--- src/rtl/alt_vipvfr130_vfr_control_packet_decoder_pkg.sv ---
// Shared FSM encoding and control-packet constants for the VFR control-packet decoder.
package alt_vipvfr130_vfr_pkg;

  typedef enum logic [1:0] {
    S_WAIT_SOP = 2'd0,
    S_FORWARD  = 2'd1,
    S_CTRL     = 2'd2
  } vfr_state_e;

  localparam logic [1:0] WAIT_SOP = 2'(S_WAIT_SOP);
  localparam logic [1:0] FORWARD  = 2'(S_FORWARD);
  localparam logic [1:0] CTRL     = 2'(S_CTRL);

  localparam logic [3:0] PKT_VIDEO    = 4'h0;
  localparam logic [3:0] PKT_CTRL     = 4'hF;
  localparam logic [3:0] CTRL_NIBBLES = 4'd9;

  // Nibble counter advance that saturates at the full resolution record.
  function automatic logic [3:0] nib_count_add(input logic [3:0] cnt, input logic [3:0] add);
    logic [4:0] sum;
    sum = {1'b0, cnt} + {1'b0, add};
    return (sum >= {1'b0, CTRL_NIBBLES}) ? CTRL_NIBBLES : sum[3:0];
  endfunction

endpackage

--- src/rtl/alt_vipvfr130_vfr_control_packet_decoder_if.sv ---
// Avalon-ST beat bundle (valid/ready/sop/eop/data) shared by sink and source sides.
interface alt_vipvfr130_vfr_control_packet_decoder_if #(parameter int DATA_W = 24);
  logic              valid;
  logic              ready;
  logic              sop;
  logic              eop;
  logic [DATA_W-1:0] data;

  modport master (output valid, sop, eop, data, input ready);
  modport slave  (input valid, sop, eop, data, output ready);
endinterface

--- src/rtl/alt_vipvfr130_vfr_control_packet_decoder_st_pipe_stage.sv ---
// One-beat registered Avalon-ST stage; takes a beat whenever its register is empty or draining.
module alt_vipvfr130_vfr_st_pipe_stage #(
  parameter int DATA_W = 24
) (
  input  logic              clk,
  input  logic              rst,
  input  logic              in_valid,
  output logic              in_ready,
  input  logic              in_sop,
  input  logic              in_eop,
  input  logic [DATA_W-1:0] in_data,
  output logic              out_valid,
  input  logic              out_ready,
  output logic              out_sop,
  output logic              out_eop,
  output logic [DATA_W-1:0] out_data
);

  assign in_ready = !out_valid || out_ready;

  always_ff @(posedge clk) begin
    if (rst) begin
      out_valid <= 1'b0;
      out_sop   <= 1'b0;
      out_eop   <= 1'b0;
      out_data  <= '0;
    end else if (in_ready) begin
      out_valid <= in_valid;
      if (in_valid) begin
        out_sop  <= in_sop;
        out_eop  <= in_eop;
        out_data <= in_data;
      end
    end
  end

endmodule

--- src/rtl/alt_vipvfr130_vfr_control_packet_decoder.sv ---
// Splits an Avalon-ST video stream: decodes control packets into width/height/interlace and
// forwards video/user packets. ALT_VIPVFR130_CPD_PASS_CTRL_EN also forwards control packets.
//
// state    | meaning
// WAIT_SOP | between packets, non-sop beats are dropped
// FORWARD  | inside a video/user packet, beats go to dout
// CTRL     | inside a control packet, payload nibbles are collected
module alt_vipvfr130_vfr_control_packet_decoder
  import alt_vipvfr130_vfr_pkg::*;
#(
  parameter int BITS_PER_SYMBOL  = 8,
  parameter int SYMBOLS_PER_BEAT = 3
) (
  input  logic        clk,
  input  logic        rst,
  alt_vipvfr130_vfr_control_packet_decoder_if.slave  din,
  alt_vipvfr130_vfr_control_packet_decoder_if.master dout,
  output logic [15:0] width,
  output logic [15:0] height,
  output logic [3:0]  interlaced,
  output logic        ctrl_valid,
  output logic        ctrl_error
);

  localparam int DATA_W = BITS_PER_SYMBOL * SYMBOLS_PER_BEAT;
`ifdef ALT_VIPVFR130_CPD_PASS_CTRL_EN
  localparam logic PASS_CTRL = 1'b1;
`else
  localparam logic PASS_CTRL = 1'b0;
`endif

  logic [1:0] state;
  logic [3:0] nib_cnt;
  logic [3:0] nib_cnt_nxt;
  logic [3:0] nib     [CTRL_NIBBLES];
  logic [3:0] nib_nxt [CTRL_NIBBLES];
  logic       xfer;
  logic       is_ctrl_sop;
  logic       fwd_beat;

  assign xfer        = din.valid && din.ready;
  assign is_ctrl_sop = din.sop && (din.data[3:0] == PKT_CTRL);
  assign nib_cnt_nxt = nib_count_add(nib_cnt, 4'(SYMBOLS_PER_BEAT));

  always_comb begin
    fwd_beat = 1'b0;
    if (din.sop)
      fwd_beat = !is_ctrl_sop || PASS_CTRL;
    else if (state == FORWARD)
      fwd_beat = 1'b1;
    else if (state == CTRL)
      fwd_beat = PASS_CTRL;
  end

  // Symbol s of this beat fills nibble slot nib_cnt+s; slots past the ninth fall away.
  always_comb begin
    for (int k = 0; k < int'(CTRL_NIBBLES); k++) begin
      nib_nxt[k] = nib[k];
      for (int s = 0; s < SYMBOLS_PER_BEAT; s++)
        if (int'(nib_cnt) + s == k)
          nib_nxt[k] = din.data[s*BITS_PER_SYMBOL +: 4];
    end
  end

  alt_vipvfr130_vfr_st_pipe_stage #(.DATA_W(DATA_W)) u_stage (
    .clk       (clk),
    .rst       (rst),
    .in_valid  (din.valid && fwd_beat),
    .in_ready  (din.ready),
    .in_sop    (din.sop),
    .in_eop    (din.eop),
    .in_data   (din.data),
    .out_valid (dout.valid),
    .out_ready (dout.ready),
    .out_sop   (dout.sop),
    .out_eop   (dout.eop),
    .out_data  (dout.data)
  );

  always_ff @(posedge clk) begin
    if (rst) begin
      state      <= WAIT_SOP;
      nib_cnt    <= '0;
      width      <= '0;
      height     <= '0;
      interlaced <= '0;
      ctrl_valid <= 1'b0;
      ctrl_error <= 1'b0;
      for (int k = 0; k < int'(CTRL_NIBBLES); k++)
        nib[k] <= '0;
    end else begin
      ctrl_valid <= 1'b0;
      ctrl_error <= 1'b0;
      if (xfer) begin
        if (din.sop) begin
          // A new sop cuts short any control packet still collecting.
          if (state == CTRL)
            ctrl_error <= 1'b1;
          nib_cnt <= '0;
          if (is_ctrl_sop) begin
            if (din.eop) begin
              ctrl_error <= 1'b1;
              state      <= WAIT_SOP;
            end else begin
              state <= CTRL;
            end
          end else begin
            state <= din.eop ? WAIT_SOP : FORWARD;
          end
        end else if (state == FORWARD) begin
          if (din.eop)
            state <= WAIT_SOP;
        end else if (state == CTRL) begin
          nib     <= nib_nxt;
          nib_cnt <= nib_cnt_nxt;
          if (din.eop) begin
            state <= WAIT_SOP;
            if (nib_cnt_nxt == CTRL_NIBBLES) begin
              width      <= {nib_nxt[0], nib_nxt[1], nib_nxt[2], nib_nxt[3]};
              height     <= {nib_nxt[4], nib_nxt[5], nib_nxt[6], nib_nxt[7]};
              interlaced <= nib_nxt[8];
              ctrl_valid <= 1'b1;
            end else begin
              ctrl_error <= 1'b1;
            end
          end
        end
      end
    end
  end

endmodule

--- src/flat_wrapper.sv ---
// flat-port wrapper written by rule: the top's interface ports become plain ports
module alt_vipvfr130_vfr_control_packet_decoder_flat import alt_vipvfr130_vfr_pkg::*;
#(
  parameter int BITS_PER_SYMBOL  = 8,
  parameter int SYMBOLS_PER_BEAT = 3
)
  (clk, rst, width, height, interlaced, ctrl_valid, ctrl_error, din_valid, din_sop, din_eop, din_data, din_ready, dout_valid, dout_sop, dout_eop, dout_data, dout_ready);
  alt_vipvfr130_vfr_control_packet_decoder_if #(.DATA_W(((8) * (3)))) din_i ();
  alt_vipvfr130_vfr_control_packet_decoder_if #(.DATA_W(((8) * (3)))) dout_i ();
  input  logic clk;
  input  logic rst;
  output logic [15:0] width;
  output logic [15:0] height;
  output logic [3:0] interlaced;
  output logic ctrl_valid;
  output logic ctrl_error;
  input wire logic [$bits(din_i.valid)-1:0] din_valid;
  input wire logic [$bits(din_i.sop)-1:0] din_sop;
  input wire logic [$bits(din_i.eop)-1:0] din_eop;
  input wire logic [$bits(din_i.data)-1:0] din_data;
  output wire logic [$bits(din_i.ready)-1:0] din_ready;
  output wire logic [$bits(dout_i.valid)-1:0] dout_valid;
  output wire logic [$bits(dout_i.sop)-1:0] dout_sop;
  output wire logic [$bits(dout_i.eop)-1:0] dout_eop;
  output wire logic [$bits(dout_i.data)-1:0] dout_data;
  input wire logic [$bits(dout_i.ready)-1:0] dout_ready;
  assign din_i.valid = din_valid;
  assign din_i.sop = din_sop;
  assign din_i.eop = din_eop;
  assign din_i.data = din_data;
  assign din_ready = din_i.ready;
  assign dout_valid = dout_i.valid;
  assign dout_sop = dout_i.sop;
  assign dout_eop = dout_i.eop;
  assign dout_data = dout_i.data;
  assign dout_i.ready = dout_ready;
  alt_vipvfr130_vfr_control_packet_decoder #(.BITS_PER_SYMBOL(BITS_PER_SYMBOL), .SYMBOLS_PER_BEAT(SYMBOLS_PER_BEAT)) u_core (.clk(clk), .rst(rst), .din(din_i), .dout(dout_i), .width(width), .height(height), .interlaced(interlaced), .ctrl_valid(ctrl_valid), .ctrl_error(ctrl_error));
endmodule
--- config.mk ---
export PLATFORM = sky130hd
export DESIGN_NAME = alt_vipvfr130_vfr_control_packet_decoder_flat
export DESIGN_NICKNAME = d
export VERILOG_FILES = /design/src/rtl/alt_vipvfr130_vfr_control_packet_decoder_pkg.sv /design/src/rtl/alt_vipvfr130_vfr_control_packet_decoder_if.sv /design/src/rtl/alt_vipvfr130_vfr_control_packet_decoder_st_pipe_stage.sv /design/src/rtl/alt_vipvfr130_vfr_control_packet_decoder.sv /design/src/flat_wrapper.sv
export SDC_FILE = /design/constraint.sdc
export NUM_CORES = 1
export LEC_CHECK = 0
export ABC_CLOCK_PERIOD_IN_PS = 2400
export CORE_MARGIN = 4
export CORE_UTILIZATION = 49
export DETAILED_ROUTE_END_ITERATION = 12
export PLACE_DENSITY = 0.84
export REMOVE_ABC_BUFFERS = 1
export SLEW_MARGIN = 25
export SYNTH_ARGS = -nofsm -noshare
export SYNTH_HDL_FRONTEND = slang
export SYNTH_HIERARCHICAL = 1
export SYNTH_SLANG_ARGS = --single-unit
--- constraint.sdc ---
create_clock -name clk -period 2.4 [get_ports clk]
set_clock_uncertainty 0.15 [all_clocks]
set_input_delay 0.48 -clock clk [delete_from_list [all_inputs] [get_ports clk]]
set_output_delay 0.48 -clock clk [all_outputs]
set_load 0.005 [all_outputs]
==> results.cfg, run 1 <==
[timing]
setup_viol = 4
tightest_slew_ns = 0.6633
fin_crit_sh_pct = 103.6
min_period_ns = 2.487
rsz0062_at_grt = true
setup_ws_ns = -0.08685
fmax_mhz = 402.1
hold_viol = 0
fin_tns_setup_ns = -0.1455
slew_viol_final = 0
slew_headroom_pct = 55.64

[final_layout]
diodes = 0
area_growth_pct = 36.08
fin_nets = 777
drive_gt1_share_pct = 26.78

[setup_path]
path_class = reg -> reg
r2r_setup_slack_ns = -0.09
timing.rr.start = u_core/nib_cnt[1]
critPathMaxFanout = 8
arrival_ns = 2.59
cp-end-kind = register
start_kind = register
startpoint = u_core/nib_cnt[1]
worstPathRequired_ns = 2.51

[run]
max_cap_viol_count = 0

[floorplanning]
fp.dieW_um = 116.4
initial_core_util_pct = 50.17
core_um2 = 11470
dieArea_um2 = 13540
num_io_pins = 96
rows = 39
fp.dieH_um = 116.4

[clocking]
clock_sinks = 107
postCtsHoldBufs = 0
cts.clk_slew.worst_paths_ns = 0.08
tritoncts = built
clockBufferDepth = 2
cts_buffers = 9
cts-root-buf = clkbuf_16
clk_latency_ns = 0.35
htreeDepth = 3

[synthesis]
yosysWarningCount = 6
ys.flop_type = dfxtp_1
synth-seq-cells = 107
synthCells = 637
async_reset_ff_share_pct = 0
ys_seq_area_share_pct = 37.23
synth_edf_count = 0
syn_avg_cell_area_um2 = 9.031
syn-cell-area_um2 = 5753
synth.distinct_cells = 46

[detailed_routing]
via_count = 5635
wl_um = 18760
routedWlPerCell_um = 21.17
antenna_left = 0
via_per_inst = 6.360
drtIter0Drc = 669
drc = 0
dr.pass1.iters = 5

[global_route]
grt_max_degree = 108
grt_pass1_wl_um = 26680
global_route.overflow_total = 0
antenna_found_initial = 0
gr-usage-all-layers_pct = 24.42
grt_pass1_vias = 5324

[place]
gp_congestion = 0.9281
port_buffers = 95
hpwl_um = 10530

[run_status]
failed_checks = setup timing
status = finished with violations

[power]
p_total_w = 0.003704
leakage_nw = 2.788
p_per_area_nw_per_um2 = 473.1
ir_worst_vdd_uv = 404.7

[hold_path]
min_path_type = reg -> reg
hold_start = u_core/interlaced[1]
## per-layer routing
| metal | routed length [um] | vias up | GRT usage, % | part of all wire, % |
|---|---|---|---|---|
| met3 | 1544 | 67 | 4.197 | 8.2 |
| met2 | 9183 | 303 | 39.78 | 49 |
| met4 | 745 | 0 | 10.90 | 4.0 |
| met5 | 0 | - | 0 | 0 |
| met1 | 7287 | 2720 | 31.77 | 39 |
| li1 | - | 2545 | - | - |
## synth_stat cells (3+ instances only)
cell	count	area [um2]
a211oi_1	33	247.7
buf_2	14	70.07
nor3b_1	6	45.04
ha_1	9	112.6
and3_1	7	43.79
clkbuf_1	42	157.7
nor2b_1	7	43.79
a21bo_1	23	230.2
nor3_1	6	30.03
nor2_1	80	300.3
o211ai_1	20	150.1
mux2_2	33	371.6
nand3b_1	6	45.04
a21oi_1	10	50.05
nand3_1	31	155.2
nand2_1	45	168.9
buf_6	4	45.04
dfxtp_1	107	2142
nand4_1	4	25.02
a21oi_2	22	192.7
and3b_1	3	26.28
a21bo_2	5	50.05
inv_1	7	26.28
mux2i_1	39	390.4
a311oi_1	40	350.3
a32oi_1	7	61.31
## report_power, final
group	internal, W	switching, W	total (W)
registers	0.00180	0.0000127	0.00181
clock network	0.000871	0.000687	0.00156
logic	0.000156	0.000181	0.000337
## area by class of cell
| cell class | count | area (um2) |
|---|---|---|
| clock inverter | 5 | 57.56 |
| multi-input combinational | 459 | 3592 |
| sequential | 107 | 2152 |
| inverter | 7 | 31.28 |
| fill | 795 | 3638 |
| tap | 143 | 178.9 |
| timing repair buffer | 154 | 1564 |
| clock buffer | 11 | 252.7 |
## cell families (layout without fill, tap and decap cells)
group	count (synthesis)	count (layout)	share of synthesized area [%]
simple gates	208	208	17.42
compound gates	166	166	23.99
buf+inv	71	177	5.546
xor+xnor	4	4	0.6091
flops	107	107	37.23
fa+ha+maj	9	9	1.957
mux	72	72	13.24
## sequential cells by signal, indices dropped and copies added, names as in the netlist, 2 cells and up
register,flops
u_core/interlaced,4
u_core/u_stage/out_data,24
u_core/width,16
u_core/nib_cnt,4
u_core/state,2
u_core/nib,36
u_core/height,16
## metrics by stage
| stage | hold slack (ns) | utilization, % | worst slack, ns | area, um2 | std cells |
|---|---|---|---|---|---|
| after floorplan | 0.3197 | - | -3.074 | 5460 | 573 |
| after global placement | 0.3294 | 60.87 | -0.2904 | 6980 | 855 |
| after detailed placement | 0.3358 | 60.87 | -0.3489 | 6980 | 855 |
| after CTS | 0.3392 | 64.19 | 0.004977 | 7361 | 873 |
| after global routing | 0.3614 | 68.27 | -0.1554 | 7829 | 886 |
| final | 0.3490 | 68.27 | -0.08685 | 7829 | 886 |
## repair_timing
action | 4_1_cts | 5_1_grt
gates resized for setup | 10 | 67
cloned | 1 | 7
hold endpoints to repair | 0 | 0
setup buffers | 1 | 5
endpoints found under the setup margin | 45 | 72
pin swaps | 2 | 21
## final timing paths
| check | end | cells past startpoint |
|---|---|---|
| worst max-delay path | u_core/nib[2] | 10 |
| worst min-delay path | u_core/interlaced[1] | 2 |
| worst max register to register | u_core/nib[2] | 10 |
| worst min register to register | u_core/interlaced[1] | 2 |
## worst max-delay path: stages (launching register included)
cell      delay, ns
dfxtp_4        0.37
buf_4          0.16
ha_4           0.19
buf_4          0.16
nor3b_2        0.21
buf_4          0.18
a32oi_1        0.13
buf_4          0.20
nand2_1        0.11
o211ai_1       0.18
a311oi_2       0.34
## cells in the final DEF (no fill, tap or decap), drive strengths merged, types with 2 or more instances in the layout
cell,count
nor2b,7
or3,2
inv,9
xor2,2
nand4,4
nand2b,3
nor3b,7
o21ai,2
a211oi,33
o211ai,20
ha,9
nand2,45
clkinv,2
xnor2,2
a311oi,40
clkdlybuf4s50,92
nor3,6
buf,56
a21bo,28
nand3,31
dfxtp,107
clkbuf,15
dlymetal6s2s,2
and3b,3
and3,7
nand3b,6
a32oi,7
mux2,33
nor2,80
a21oi,32
or4,2
mux2i,39
Note: power is estimated with default switching activity, not from simulation.
==> run 2, diff against run 1 <==
--- a/config.mk
+++ b/config.mk
@@ -9,6 +9,7 @@
 export CORE_MARGIN = 4
 export CORE_UTILIZATION = 49
 export DETAILED_ROUTE_END_ITERATION = 12
+export HOLD_SLACK_MARGIN = 0.06
 export PLACE_DENSITY = 0.84
 export REMOVE_ABC_BUFFERS = 1
 export SLEW_MARGIN = 25
==> results of run 2 <==
Same layout as run 1: the final DEF is identical, and so are final timing and power.
